`src/rtl/mem_port_arbiter.sv`:
```
// mem_port_arbiter: shares the single memory port between the CPU and the
// debug/program-loader port. Each granted access runs IDLE -> BUSY -> RESP.
// BUSY holds the latched payload on the memory for WAIT cycles. RESP returns
// a one-cycle acknowledge to the owner. Ties between the two requesters
// alternate round-robin.
module mem_port_arbiter #(
    parameter int WIDTH = 32,
    parameter int WAIT  = 2,   // memory latency, 1..15
    parameter int CNTW  = 4    // must be able to hold WAIT
) (
    input  logic             clk,
    input  logic             reset,
    input  logic             cpu_req,
    input  logic             cpu_we,
    input  logic [WIDTH-1:0] cpu_addr,
    input  logic [WIDTH-1:0] cpu_wdata,
    output logic             cpu_ack,
    output logic [WIDTH-1:0] cpu_rdata,
    input  logic             dbg_req,
    input  logic             dbg_we,
    input  logic [WIDTH-1:0] dbg_addr,
    input  logic [WIDTH-1:0] dbg_wdata,
    output logic             dbg_ack,
    output logic [WIDTH-1:0] dbg_rdata,
    output logic             mem_en,
    output logic             mem_we,
    output logic [WIDTH-1:0] mem_addr,
    output logic [WIDTH-1:0] mem_wdata,
    input  logic [WIDTH-1:0] mem_rdata,
    output logic             busy
);

    typedef enum logic [1:0] {IDLE, BUSY, RESP} state_t;

    state_t           state_q;
    logic [CNTW-1:0]  cnt_q;
    logic             owner_q;      // 1 = debug port owns the access
    logic             last_q;       // 1 = debug port was granted last
    logic             owner_d;
    logic             mem_en_q, mem_we_q, busy_q, cpu_ack_q, dbg_ack_q;
    logic [WIDTH-1:0] mem_addr_q, mem_wdata_q, cpu_rdata_q, dbg_rdata_q;

    // Winner selection: a lone requester wins; on a tie the one not granted last wins.
    always_comb begin
        owner_d = dbg_req & (~cpu_req | ~last_q);
    end

    // Access sequencer: grant, hold the memory for WAIT cycles, capture, acknowledge.
    always_ff @(posedge clk or posedge reset) begin
        if (reset) begin
            // NOTE: rdata registers are reset too, because their value is visible on ports.
            state_q     <= IDLE;
            cnt_q       <= '0;
            owner_q     <= 1'b0;
            last_q      <= 1'b1;
            mem_en_q    <= 1'b0;
            mem_we_q    <= 1'b0;
            busy_q      <= 1'b0;
            cpu_ack_q   <= 1'b0;
            dbg_ack_q   <= 1'b0;
            mem_addr_q  <= '0;
            mem_wdata_q <= '0;
            cpu_rdata_q <= '0;
            dbg_rdata_q <= '0;
        end else begin
            // NOTE: non-blocking throughout, so every branch sees the pre-edge state.
            cpu_ack_q <= 1'b0;
            dbg_ack_q <= 1'b0;
            case (state_q)
                IDLE: begin
                    if (cpu_req || dbg_req) begin
                        owner_q     <= owner_d;
                        mem_we_q    <= owner_d ? dbg_we    : cpu_we;
                        mem_addr_q  <= owner_d ? dbg_addr  : cpu_addr;
                        mem_wdata_q <= owner_d ? dbg_wdata : cpu_wdata;
                        cnt_q       <= CNTW'(WAIT - 1);
                        mem_en_q    <= 1'b1;
                        busy_q      <= 1'b1;
                        state_q     <= BUSY;
                    end
                end
                BUSY: begin
                    if (cnt_q == '0) begin
                        if (!mem_we_q) begin
                            if (owner_q) dbg_rdata_q <= mem_rdata;
                            else         cpu_rdata_q <= mem_rdata;
                        end
                        last_q    <= owner_q;
                        mem_en_q  <= 1'b0;
                        mem_we_q  <= 1'b0;
                        cpu_ack_q <= ~owner_q;
                        dbg_ack_q <= owner_q;
                        state_q   <= RESP;
                    end else begin
                        cnt_q <= cnt_q - 1'b1;
                    end
                end
                RESP: begin
                    // Always return to IDLE, so a held request is resampled there.
                    busy_q  <= 1'b0;
                    state_q <= IDLE;
                end
                default: state_q <= IDLE;
            endcase
        end
    end

    assign mem_en    = mem_en_q;
    assign mem_we    = mem_we_q;
    assign mem_addr  = mem_addr_q;
    assign mem_wdata = mem_wdata_q;
    assign busy      = busy_q;
    assign cpu_ack   = cpu_ack_q;
    assign dbg_ack   = dbg_ack_q;
    assign cpu_rdata = cpu_rdata_q;
    assign dbg_rdata = dbg_rdata_q;

endmodule

```
`config.mk`:
```
export PLATFORM = sky130hd
export DESIGN_NAME = mem_port_arbiter
export DESIGN_NICKNAME = d
export VERILOG_FILES = /design/src/rtl/mem_port_arbiter.sv
export SDC_FILE = /design/constraint.sdc
export NUM_CORES = 1
export LEC_CHECK = 0
export CAP_MARGIN = 20
export CORE_MARGIN = 2
export CORE_UTILIZATION = 38
export CTS_BUF_LIST = sky130_fd_sc_hd__clkbuf_8
export DETAILED_ROUTE_END_ITERATION = 12
export GPL_TIMING_DRIVEN = 0
export PLACE_DENSITY = 0.87
export SYNTH_ARGS = -nofsm -noshare
export SYNTH_HDL_FRONTEND = slang
export SYNTH_SLANG_ARGS = --single-unit
```
`constraint.sdc`:
```
create_clock -name clk -period 5.09 [get_ports clk]
set_input_delay 1.018 -clock clk [delete_from_list [all_inputs] [get_ports clk]]
set_output_delay 1.018 -clock clk [all_outputs]
set_load 0.05 [all_outputs]
```
* After elaboration in Yosys (flattened, before gate mapping)
Index checks and enable logic that the tools add are counted.
** Word-level totals
- Logic and storage cells :: 57
- Output and inout bits :: 133
- Register bits after elaboration :: 141
** Operators by class
- Bitwise logic cells :: 6
- Reduce and logical (&&, ||, !) cells :: 13
- $add $sub $neg :: 1
- Multiplexer cells :: 19
- Equal/unequal tests :: 5
** Operators by type and width (number)
- two-way mux 32 bit :: 2
- two-way mux 1 bit :: 8
- two-way mux 4 bit :: 2
- case mux 4 bit (2 select lines) :: 1
- AND reduction 2 bit :: 4
- AND reduction 4 bit :: 2
- inequality test 2 bit, second input constant :: 3
- case mux 1 bit (2 select lines) :: 3
- AND reduction 3 bit :: 2
- zero test 4 bit :: 1
- two-way mux 2 bit :: 2
- inverter 1 bit :: 4
- case mux 2 bit (2 select lines) :: 1
- nonzero test 2 bit :: 2
- subtractor 4 x 1 -> 4 bit, second input constant :: 1
- == test 2 x 1 -> 1 bit, second input constant :: 1
- == test 2 bit, second input constant :: 1
- zero test 2 bit :: 1
- bitwise AND 1 bit :: 1
- logical OR 1 bit :: 1
- OR 1 bit :: 1

* Depth between registers and ports, before layout
- Depth after elaboration :: 6
- Mapped depth :: 6
- Depth with buffers taken out :: 6

* Worst setup path before layout
No wires, ideal clock.
- Kind :: input-to-reg
- Start :: in dbg_req
- End :: reg mem_addr_q[0], in the netlist mem_addr[0]
- Data required time :: 4965 ps
- Path slack :: 2732 ps
- Stages on the path :: 5
- Path buffers :: 2
- Arrival time :: 2234 ps
- Setup time :: 125 ps
- Cells stage by stage :: a21boi_0 buf_2 buf_4 mux2_2 mux2_2
** Between the ends
- Word-level cells in the longest chain between the ends :: 2
- Elaborated cells on any way between the ends :: 4
- Those cells by class :: mux (1); bitwise (1); reduce/logical (2)
** Ends and longest elaborated chain
- start: declaration :: line 19 : input logic dbg_req,
- bitwise AND 1 bit or logical OR 1 bit (tied branches) :: line 45, 71
- two-way mux 32 bit or AND reduction 2 bit (tied branches)
- end signal: assignment :: line 74 : mem_addr_q <= owner_d ? dbg_addr : cpu_addr;
- end: declaration :: line 41 : logic [WIDTH-1:0] mem_addr_q, mem_wdata_q, cpu_rdata_q, dbg_rdata_q;
Parallel ways exist; a longest one is shown, timed or not.
A chain may end at the register's enable or synchronous reset.

* Final worst setup path
- Start :: reg mem_we_q, in the netlist mem_we
- End :: out mem_we
** RTL lines
- start: declaration :: line 40 : logic mem_en_q, mem_we_q, busy_q, cpu_ack_q, dbg_ack_q;
- start signal: assignment :: line 73 : mem_we_q <= owner_d ? dbg_we : cpu_we;
- end: declaration :: line 26 : output logic mem_we,
No word-level cell between the ends.

==> results.ini <==
[setup_path]
start_kind=flop
end_kind=primary output
critPathLaunch=mem_we$_DFFE_PP0P_
crit_fanout=4
r2r.worst_path.cells=6
worst-path-buf-inv=1
arrival_ns=1.78
path_cells=clkdlybuf4s50_1
cp_top_family=buffers and inverters
crit_slowest_cell=clkdlybuf4s50_1
max_stage_delay_ns=0.88
timing.rr.end=dbg_rdata[15]$_DFFE_PP0P_
r2r-start=cnt_q[0]$_DFFE_PP0P_
crit_cells=1
crit_required_ns=4.07
reg2reg_setup_slack_ns=2.90
worstSetupPathType=flop to primary output

[floorplan]
die_w_um=131.4
num_io_pins=299
die_h_um=131.4
placeableCoreArea_um2=15890
start_util_pct=38.81
num_rows=46
dieArea_um2=17260

[power_and_ir_drop]
p_per_area_nw_per_um2=725.1
p_total_mw=7.136
irDropWorstVdd_mv=0.4827
p_leak_nw=4.057

[layout]
final_area_um2=9842
layout-drive-gt1-share_pct=34.76
nNetsFinal=880
area_delta_synth_final_pct=59.65
diodes=0
finalNonFillerCells=941

[placed_design]
gp_congestion=0.8863
place_inst=909
place_area_um2=9450
place.detailed.hpwl_um=13770
io_buffers=298

[timing]
finalHoldViolations=0
fin_setup_tns_ns=0
hold_slack_ns=0.4846
rsz0062_at_grt=false
clock_skew_ns=0.01511
setup_viol=0
relSlewSlack_pct=53.43
min_period_ns=2.798
period_share_pct=54.98
drv_slew=0
tightest_slew_ns=0.6964
max_freq_mhz=357.3

[job]
drv_cap=0

[yosys]
ys.flop_type=dfrtp_1
synth_top_area_share_pct=56.83
synth_compound_area_share_pct=1.543
synthesis.area_um2=6165
yosysTopAreaCell=dfrtp_1
yosysSeqAreaShare_pct=57.26
synthDistinctLibCells=35
synthMuxAreaShare_pct=35.76
yosys-top-cells-area=dfrtp_1 (57%), mux2_2 (35%), buf_2 (0.97%), buf_6 (0.73%), buf_4 (0.49%)
synth-edff-count=0
synthXorXnorAreaFrac_pct=0
yosys.area_share.simple_pct=2.415
synth_top_family_by_area=multiplexers
syn_nets=562
synth_most_common_cell=mux2_2
syn-instance-count=394
synthAdderAreaFrac_pct=0.4059
synth_area_per_cell_um2=15.65
netlist_top_cells_count=mux2_2 (192), dfrtp_1 (140), buf_2 (12)
yosys_warnings=0
async_reset_ff_share_pct=100.0
synth_seq_cells=141

[drt]
wl_per_cell_um=18.72
viasPerCell=4.781
first_pass_iters=4
drc=0
vias=4499
drt_iter0_drc=169
antenna_left=0
wl_um=17620

[clock_tree]
cts-root-buf=clkbuf_8
clk_path_buf_depth=2
cts_tree=yes
post_cts_buffers=0
numCtsBuffers=17
htreeDepth=4
holdBufCountCts=0
cts_resized=0
cts.reportedPaths.clkPinSlew_ns=0.07
clock_sinks=141
worstSkewPairLatency_ns=0.44

[global_route]
grt_pass1_vias=5044
grt_use_total_pct=20.82
grt_pass1_wl_um=27860
gr-total-overflow=0
antenna_found_initial=0
grt_max_degree=74

[hold_path]
hold_start=mem_en$_DFFE_PP0P_
hold_depth=1
hp-class=flop to flop
min_to=mem_en$_DFFE_PP0P_

[outcome]
status=complete, no violations

==> kinds of logic (layout without fill, tap and decap cells) <==
kind of cell / Yosys count / in the layout
adder cells (fa/ha/maj): 2 / 2
multiplexers: 196 / 196
AND/OR/NAND/NOR: 15 / 15
flip-flops: 141 / 141
buffers and inverters: 27 / 358
AO/OA/AOI/OAI: 13 / 13
==> per-layer routing <==
| layer | wire [um] | global-route usage [%] | up-vias |
|---|---|---|---|
| li1 | - | - | 2059 |
| met1 | 6593 | 22.34 | 2223 |
| met2 | 9225 | 37.46 | 194 |
| met3 | 1420 | 7.832 | 23 |
| met4 | 380 | 7.488 | 0 |
| met5 | 0 | 0 | - |
==> cell usage in the layout (no fill, tap or decap), drive strengths merged, types with 2 or more instances in the layout <==
cell type	instances
nor4b	2
clkinv	4
ha	2
nor3	2
clkinvlp	4
clkdlybuf4s50	298
dfrtp	140
clkbuf	18
nor3b	2
mux2i	2
mux2	194
nor2	2
buf	22
bufinv	2
a21oi	2
inv	10
==> report_power, final <==
group          internal [mW]  leakage, nW  total, mW  switching, mW
logic                   1.65         2.16       4.26           2.61
clock network          0.448        0.193      0.878          0.430
registers               1.68         1.70       2.00          0.322
total                   3.78         4.06       7.14           3.36
==> cell type report <==
type	instances	area (um2)
fill	1224	6043
sequential	141	3530
timing repair buffer	299	3010
multi-input combinational	226	2474
tap	216	270.3
clock buffer	18	247.7
clock inverter	14	143.9
buffer	21	138.9
inverter	6	27.53
==> flip-flops by register name (all words and copies together), names as in the netlist <==
register,cells
state_q,2
dbg_rdata,32
last_q,1
mem_wdata,32
cnt_q,4
mem_addr,32
mem_en,1
cpu_rdata,32
dbg_ack,1
mem_we,1
cpu_ack,1
owner_q,1
busy,1
==> worst max-delay path by stage <==
| stage | to | slack (ns) |
|---|---|---|
| after floorplan | busy$_DFFE_PP0P_ | 0.29 |
| after global placement | mem_addr[18]$_DFFE_PP0P_ | -1.34 |
| after detailed placement | mem_wdata[22]$_DFFE_PP0P_ | 1.91 |
| after CTS | mem_we | 2.24 |
| after global routing | mem_we | 2.23 |
| final | mem_we | 2.29 |
==> per-stage QoR <==
stage               utilization, %  setup WS (ns)
detailed placement           59.49          1.910
finish                       61.96          2.292
global placement             59.29         -1.337
floorplan                        -         0.2924
CTS                          61.96          2.244
global route                 61.96          2.230
No activity file was read; power rests on OpenSTA's default activity.
==> RTL edit: new RTL, config.mk and constraints unchanged <==
Re-encode `state_t` (3 states) as one-hot, 3 bits wide.
--- a/src/rtl/mem_port_arbiter.sv
+++ b/src/rtl/mem_port_arbiter.sv
@@ -31,5 +31,5 @@
 );
 
-    typedef enum logic [1:0] {IDLE, BUSY, RESP} state_t;
+    typedef enum logic [2:0] {IDLE = 3'b001, BUSY = 3'b010, RESP = 3'b100} state_t;
 
     state_t           state_q;
Formal check against the unedited RTL: no difference found for any inputs over 4 cycles, from zero or initial values and one cycle with reset high; so few cycles prove little.
==> RTL edit against the unedited design <==
Via count increased by 0.76%. Largest cell class unchanged. Highest routed layer unchanged. Worst setup slack worse by 0.068 ns. Fmax is 2.4% lower. Routed wire length is 2.2% lower. Sequential cell count grew 1. Total power grew 1.8%. Final area increased by 1.3%. Area after synthesis up 2.2%.
==> RTL edit: results (changes against the unedited design) <==
place:
  dpl_cell_area_um2: 9590  # was 9450 um^2
  pre_cts_ws_ns: 1.71  # was 1.91 ns
  gp_congestion: 0.857  # was 0.886
synthesis:
  syn_inst: 399  # was 394
  yosysSeqAreaShare_pct: 56.5  # was 57.3%
  ys_types: 30  # was 35
  syn_nets: 567  # was 562
  synth_top_cells_by_area: "dfrtp_1 (56%), mux2_2 (28%), mux2_4 (7.2%)"  # was dfrtp_1 (57%), mux2_2 (35%), buf_2 (0.97%)
setup_path:
  worst-path-max-fanout: 10  # was 4
  slowest_delay_ns: 0.48  # was 0.88 ns
  critPathArrivalTime_ns: 3.18  # was 1.78 ns
  rr_endpoint: "mem_wdata[8]"  # was dbg_rdata[15]
grt:
  grt_usage_pct: 19.9  # was 20.8%
  grt_pass1_vias: 5138  # was 5044
  grt_pass1_wl_mm: 27.2  # was 27.9 mm
  grt_max_degree: 82  # was 74
timing:
  setup_ws_ns: 2.22  # was 2.29 ns
  slew_headroom_pct: 58.8  # was 53.4%
  skew_ns: 0.0186  # was 0.0151 ns
outcome:
  outcome: "finished clean"  # unchanged
finish:
  fillers: 1251  # was 1224
  drive_gt1_share_pct: 34.0  # was 34.8%
power_and_ir_drop:
  p_leak_uw: 0.00421  # was 0.00406 uW
  powerDensity_nw_per_um2: 729  # was 725 nW/um^2
  vdd_drop_max_v: 0.000501  # was 0.000483 V
routing:
  num_vias: 4533  # was 4499
  drt_wl_total_mm: 17.2  # was 17.6 mm
==> RTL edit: layout make-up <==
cell class                      instances  area, um^2  share of cell area, %
Clock buffer                           17         234                   2.35
Clock inverter                         15         145                   1.46
Sequential cell                       142        3560                   35.7
Timing Repair Buffer                  299        3010                   30.2
Inverter                                5        23.8                  0.238
Tap cell                              220         275                   2.76
Multi-Input combinational cell        232        2600                   26.1
Buffer                                 20         126                   1.27
==> RTL edit: worst max-delay path by stage <==
| stage | endpoint | depth (start not counted) |
|---|---|---|
| global route | mem_wdata[8] | 6 |
| global placement | mem_wdata[3] | 2 |
| CTS | mem_wdata[8] | 6 |
| finish | mem_wdata[8] | 6 |
| floorplan | busy | 1 |
| detailed placement | mem_wdata[8] | 6 |
==> RTL edit: critical path, delay by kind of cell <==
kind            cells  cell delay [ns]
buf+inv             3             1.12
compound gates      1             0.40
mux                 2             0.63
==> RTL edit: where the power goes <==
part | internal [uW] | total (uW) | leakage (uW) | switching (uW)
logic | 1720 | 4370 | 0.00234 | 2650
registers | 1700 | 2020 | 0.00166 | 324
clock network | 434 | 868 | 0.000201 | 435
total | 3860 | 7260 | 0.00421 | 3410
==> RTL edit: kinds of logic after synthesis <==
kind of cell	count (synthesis)	share of synthesized area (%)
AO/OA/AOI/OAI	13	1.37
adder cells (fa/ha/maj)	2	0.397
AND/OR/NAND/NOR	21	2.64
buffers and inverters	25	2.30
flip-flops	142	56.5
multiplexers	196	36.8
==> RTL edit: stage by stage <==
stage / utilization [%] / cells / setup TNS [ns]
final: 60.8 / 950 / 0
after global routing: 60.8 / 950 / 0
after CTS: 60.8 / 950 / 0
after detailed placement: 58.4 / 918 / 0
after global placement: 58.2 / 917 / -190.72
after floorplan: - / 399 / 0
==> RTL edit: metal layers <==
metal / track usage, % / vias up / share of wire, %
li1: - / 2075 / -
met1: 21.6 / 2240 / 38
met2: 36.8 / 185 / 54
met3: 5.36 / 33 / 5.7
met4: 7.71 / 0 / 2.6
met5: 0 / - / 0
